[src/rtl/word_serializer_pkg.sv]
// Shared types and sizes for the 4-bit word serializer.
package word_serializer_pkg;

  localparam int IDX_W  = 2;
  localparam int WORD_W = 4;
  localparam int GAP_W  = 4;

  typedef enum logic [1:0] {
    IDLE = 2'd0,
    SEND = 2'd1,
    GAP  = 2'd2
  } state_e;

endpackage

[src/rtl/word_serializer_index_counter.sv]
// Bit-index register for the serializer: load to the first index, step toward the final one.
module serializer_index_counter
  import word_serializer_pkg::*;
(
  input  logic             clk,
  input  logic             reset,
  input  logic             load_i,
  input  logic             step_i,
  input  logic             reverse_i,
  output logic [IDX_W-1:0] idx_o,
  output logic             final_o
);

  localparam logic [IDX_W-1:0] ONE = IDX_W'(1);

  logic [IDX_W-1:0] idx_q, idx_d;
  logic [IDX_W-1:0] first_idx, last_idx;

  always_comb begin
    first_idx = reverse_i ? '1 : '0;
    last_idx  = reverse_i ? '0 : '1;
    idx_d     = idx_q;
    if (load_i) begin
      idx_d = first_idx;
    end else if (step_i) begin
      idx_d = reverse_i ? (idx_q - ONE) : (idx_q + ONE);
    end
  end

  always_ff @(posedge clk or posedge reset) begin
    if (reset) begin
      idx_q <= '0;
    end else begin
      idx_q <= idx_d;
    end
  end

  assign idx_o   = idx_q;
  assign final_o = (idx_q == last_idx);

endmodule

[src/rtl/word_serializer.sv]
// Serializes a 4-bit word onto an external 4:1 mux by driving registered data/select lines.
// Define WORD_SERIALIZER_REVERSE_EN to emit bits in order 3,2,1,0 instead of 0,1,2,3.
module word_serializer
  import word_serializer_pkg::*;
#(
  parameter int GAP_CYCLES = 0
) (
  input  logic              clk,
  input  logic              reset,
  input  logic              in_valid,
  output logic              in_ready,
  input  logic [WORD_W-1:0] in_data,
  output logic              in0,
  output logic              in1,
  output logic              in2,
  output logic              in3,
  output logic              addr0,
  output logic              addr1,
  output logic              out_valid,
  input  logic              out_ready,
  output logic              out_last
);

`ifdef WORD_SERIALIZER_REVERSE_EN
  localparam logic REVERSE = 1'b1;
`else
  localparam logic REVERSE = 1'b0;
`endif

  // The GAP counter counts down to zero, so it is loaded with one less than the gap length.
  localparam logic [GAP_W-1:0] GAP_LOAD = (GAP_CYCLES > 0) ? GAP_W'(GAP_CYCLES - 1) : '0;
  localparam logic [GAP_W-1:0] GAP_ONE  = GAP_W'(1);

  state_e             state_q, state_d;
  logic [WORD_W-1:0]  word_q, word_d;
  logic [GAP_W-1:0]   gap_q, gap_d;
  logic               idx_load, idx_step, idx_final;
  logic [IDX_W-1:0]   idx;

  serializer_index_counter u_index (
    .clk       (clk),
    .reset     (reset),
    .load_i    (idx_load),
    .step_i    (idx_step),
    .reverse_i (REVERSE),
    .idx_o     (idx),
    .final_o   (idx_final)
  );

  always_comb begin
    state_d  = state_q;
    word_d   = word_q;
    gap_d    = gap_q;
    idx_load = 1'b0;
    idx_step = 1'b0;
    case (state_q)
      IDLE: begin
        if (in_valid) begin
          word_d   = in_data;
          idx_load = 1'b1;
          state_d  = SEND;
        end
      end
      SEND: begin
        if (out_ready) begin
          idx_step = 1'b1;
          if (idx_final) begin
            if (GAP_CYCLES > 0) begin
              state_d = GAP;
              gap_d   = GAP_LOAD;
            end else begin
              state_d = IDLE;
            end
          end
        end
      end
      GAP: begin
        if (gap_q == '0) begin
          state_d = IDLE;
        end else begin
          gap_d = gap_q - GAP_ONE;
        end
      end
      default: state_d = IDLE;
    endcase
  end

  always_ff @(posedge clk or posedge reset) begin
    if (reset) begin
      state_q <= IDLE;
      word_q  <= '0;
      gap_q   <= '0;
    end else begin
      state_q <= state_d;
      word_q  <= word_d;
      gap_q   <= gap_d;
    end
  end

  // Reset forces IDLE, so in_ready must be masked while reset is still high.
  assign in_ready  = (state_q == IDLE) && !reset;
  assign out_valid = (state_q == SEND);
  assign out_last  = (state_q == SEND) && idx_final;
  assign addr0     = idx[0];
  assign addr1     = idx[1];
  assign in0       = word_q[0];
  assign in1       = word_q[1];
  assign in2       = word_q[2];
  assign in3       = word_q[3];

endmodule

[config.mk]
export PLATFORM = sky130hd
export DESIGN_NAME = word_serializer
export DESIGN_NICKNAME = d
export VERILOG_FILES = /design/src/rtl/word_serializer_pkg.sv /design/src/rtl/word_serializer_index_counter.sv /design/src/rtl/word_serializer.sv
export SDC_FILE = /design/constraint.sdc
export NUM_CORES = 1
export LEC_CHECK = 0
export CAP_MARGIN = 0
export CORE_AREA = 2 2 39 41
export CTS_CLUSTER_DIAMETER = 80
export CTS_CLUSTER_SIZE = 20
export DETAILED_ROUTE_END_ITERATION = 8
export DIE_AREA = 0 0 41 43
export SLEW_MARGIN = 20
export SYNTH_ARGS = -nofsm -noshare
export SYNTH_HDL_FRONTEND = slang
export SYNTH_SLANG_ARGS = --single-unit
export TNS_END_PERCENT = 1
[constraint.sdc]
create_clock -name clk -period 1.9 [get_ports clk]
set_clock_uncertainty 0.2 [all_clocks]
set_input_delay 0.38 -clock clk [delete_from_list [all_inputs] [get_ports clk]]
set_output_delay 0.38 -clock clk [all_outputs]
set_load 0.05 [all_outputs]
After elaboration in Yosys (flattened, before gate mapping)
Index checks and enable logic that the tools add are counted.
{ "word_totals": {"regBits": 12, "output_inout_bits": 9} }
{ "op_classes": {"eq_ne": 7, "mux": 11, "bitwise_logic": 1, "n_addsub": 2, "n_reduce_logical": 9} }
{ "ops": {"columns": ["operator", "count"], "rows": [
  ["2-bit 2-to-1 mux", 6],
  ["2-bit case mux with 3 select lines", 1],
  ["2-bit == test (second input constant)", 2],
  ["4-bit logical NOT", 1],
  ["1-bit 2-to-1 mux", 4],
  ["2-bit by 1-bit != test with 1-bit output (second input constant)", 2],
  ["2-bit != test (second input constant)", 2],
  ["2-bit AND reduction", 2],
  ["4-bit AND reduction", 1],
  ["4-bit by 1-bit subtractor with 4-bit output (second input constant)", 1],
  ["2-bit by 1-bit adder with 2-bit output (second input constant)", 1],
  ["2-bit by 1-bit == test with 1-bit output (second input constant)", 1],
  ["1-bit logical AND", 2],
  ["2-bit logical NOT", 1],
  ["2-bit nonzero test", 1],
  ["1-bit logical NOT", 1],
  ["1-bit inverter", 1]
]} }

Logic depth before layout (Yosys ltp)
{ "logic_depth": {"word_depth": 4, "mapped_depth": 3} }

Cells and area by module
Synthesis repeated with hierarchy kept, for this count alone.
{ "hier_totals": {"hier_cells": 35, "hier_area_um2": 387.9} }
{ "modules_own_cells": {"columns": ["mod", "seq_area_each_um2", "cells_each", "instances", "area_each_um2"], "rows": [
  ["word_serializer", 125.1, 18, 1, 237.7],
  ["serializer_index_counter", 50.0, 17, 1, 150.1]
]} }

Least setup slack after synthesis
OpenSTA, ideal clock, no wires.
{ "synth_path": {"kind": "reg-to-output", "startpoint": "register state_q[0]", "endpoint": "output port in_ready", "stages_incl_launch_ff": 2, "t_arrival_ns": 1.387, "slack_ns": -0.067, "n_path_buf": 0, "required_ns": 1.320, "cell_sequence": "dfrtp_1 nor2_1"} }
{ "synth_via": {"elab_chain_len": 2} }
{ "synth_lines": {"columns": ["item", "line", "source"], "rows": [
  ["start: declaration", "word_serializer.sv:34", "state_e state_q, state_d;"],
  ["start signal: assignment", "word_serializer.sv:94", "state_q <= state_d;"],
  ["2-bit logical NOT", "word_serializer.sv:101", "assign in_ready = (state_q == IDLE) && !reset;"],
  ["1-bit logical AND", "word_serializer.sv:101", null],
  ["end: declaration", "word_serializer.sv:11", "output logic in_ready,"]
]} }
Every way passes these cells.

Worst setup path after layout
{ "layout_path": {"startpoint": "register u_index.idx_q[0], in the netlist u_index.idx_o[0]", "endpoint": "output port out_last"} }
{ "layout_via": {"elab_chain_len": 2} }
{ "layout_lines": {"columns": ["item", "line", "source"], "rows": [
  ["start: declaration", "word_serializer_index_counter.sv:16", "logic [IDX_W-1:0] idx_q, idx_d;"],
  ["start signal: assignment", "word_serializer_index_counter.sv:34", "idx_q <= idx_d;"],
  ["2-bit == test", "word_serializer_index_counter.sv:39", "assign final_o = (idx_q == last_idx);"],
  ["1-bit logical AND", "word_serializer.sv:103", "assign out_last = (state_q == SEND) && idx_final;"],
  ["end: declaration", "word_serializer.sv:21", "output logic out_last"]
]} }
Every way passes these cells.

==> reports/qor.csv <==
metric,value,unit
vias,234,
start_kind,register,
rows,14,
synth_top_area_share,52.83,%
instances_no_fill,59,
antenna_found_initial,0,
num-fill-cells,139,
clock_tree.buffer_depth,2,
maxSlewViolCount,0,
grt_pass1_vias,274,
portBuffers,16,
layout_setup_ws,0.07764,ns
postCtsSetupRepairBufs,0,
cp-end-kind,primary output,
path_clk_slew,0.05,ns
fin_crit,1.822,ns
dp.cells,55,
fin_util,40.14,%
viasPerCell,3.966,
crit_type,reg -> out,
layout-drive-gt1-share,48.84,%
ys_seq_elements,7,
syn_avg_cell_area,14.42,µm²
critPathMaxStageDelay,0.42,ns
fp.dieH,43,µm
tightest_slew,0.3795,ns
cts_tree,done,
path_cells,ha_1 -> and2_2 -> buf_12,
wire_per_inst,11.80,µm
netlist_area,331.6,µm²
p_per_area,2106,mW/mm²
setup_viol,0,
hold_violations,0,
nets,53,
grt_pass1_wl,1.207,mm
drtAntennaViolNets,0,
gr-total-overflow,0,
rsz0062_at_grt,false,
drc,0,
cap_viol_max_count,0,
fmax,548.7,MHz
status,"finished, final reports clean",
diodes,0,
critPathTopFamily,flip-flops,
place_congestion,0.7039,
ir_drop,0.7758,mV
cts_hold_buf,0,
firstDrtPassIters,2,
worstPathArrival,1.24,ns
yosysWarnings,0,
drt-total-wl,696,µm
synth_top_area_cell,dfrtp_1,
crit_slowest_cell,dfrtp_1,
slew_headroom,74.70,%
crit_path_max_fanout,4,
start_util,23.96,%
syn_nets,32,
drt_iter0_markers,3,
synth_cell_types,13,
die_area,0.001763,mm²
post_cts_resized,0,
cts.root.buffer_cell,clkbuf_4,
grt_max_degree,10,
die_w,41,µm
synthTopCellsByArea,"dfrtp_1 (53%), mux2_4 (18%), nor2b_4 (4.2%)",
htree_num_levels,1,
hold_path.class,in -> async,
p_leak,0.2565,nW
clock_latency,0.24,ns
required,1.32,ns
yosysSeqAreaShare,52.83,%
cp_num_buf_inv,1,
synth_cells,23,
cts.sinks,7,
coreArea,0.001384,mm²
fin_crit_sh,95.91,%
grt_usage,10.64,%
cts_buffers,3,
pre_cts_ws,0.1276,ns
tns,0,ns
syn_to_final_growth,67.55,%
pin_count,17,
total_power,0.001170,W
cells by family after synthesis:
group                    Yosys count  share of synthesized area, %
buffers and inverters              1                         1.131
adder cells (fa/ha/maj)            1                         3.773
multiplexers                       5                         21.51
XOR/XNOR                           1                         2.642
flip-flops                         7                         52.83
AND/OR/NAND/NOR                    5                         10.94
AO/OA/AOI/OAI                      3                         7.172
registers in the layout, indices dropped and copies added (netlist names):
name / cells
u_index.idx_o: 2
state_q: 1
word_q: 4
layout by cell type (no fill, tap or decap), types with 3 or more instances in the layout:
master           instances
clkbuf_4                 3
buf_12                   3
dfrtp_1                  7
clkdlybuf4s50_1          7
buf_4                    6
mux2_4                   4
where the power goes:
group / switching [W] / internal, W / leakage [nW] / total (W)
Combinational: 0.000417 / 0.000315 / 0.160 / 0.000732
Sequential: 0.0000782 / 0.000224 / 0.0816 / 0.000302
Clock: 0.0000554 / 0.0000802 / 0.0150 / 0.000136
Total: 0.000550 / 0.000620 / 0.256 / 0.00117
layout make-up:
class	instances	area [µm²]	share of cell area (%)
Clock buffer	4	26.28	4.730
Multi-Input combinational cell	15	155.1	27.93
Inverter	1	3.754	0.6757
Sequential cell	7	175.2	31.53
Tap cell	16	20.02	3.604
Timing Repair Buffer	16	175.2	31.53
cells in the mapped netlist:
library cell	number
inv_1	1
mux2_4	4
xor2_1	1
ha_1	1
a31oi_1	1
mux2_2	1
a21o_2	1
and2_2	1
nor2b_4	1
nor2_1	2
nor3b_1	1
a22o_1	1
dfrtp_1	7
per-layer routing:
layer	GRT usage, %	part of all wire [%]	up-vias
li1	-	-	120
met1	12.58	41	114
met2	14.37	59	0
met3	3.141	0	0
met4	10.00	0	0
met5	0	0	-
worst reg2reg max path, cell delays in order (launching register included):
cell	delay [ns]
dfrtp_1	0.42
ha_1	0.30
mux2_2	0.26
a22o_1	0.18
through the flow:
stage,hold slack (ns),cell area [µm²]
floorplan,-0.01660,334.1
global placement,0.2982,529.3
detailed placement,0.3068,529.3
CTS,0.2198,555.5
global route,0.2661,555.5
finish,0.2048,555.5
worst paths after layout:
kind                                   from                to  slack [ns]  cells past startpoint
setup / recovery           u_index.idx_o[0]          out_last        0.08                      3
hold / removal                        reset         word_q[0]        0.20                      2
setup reg to reg           u_index.idx_o[0]  u_index.idx_o[1]        0.44                      3
hold reg to reg                   word_q[3]         word_q[3]        0.32                      1
max in group asynchronous             reset  u_index.idx_o[1]        1.08                      2
min in group clk                  word_q[3]         word_q[3]        0.32                      1
(Power assumes the default switching activity.)
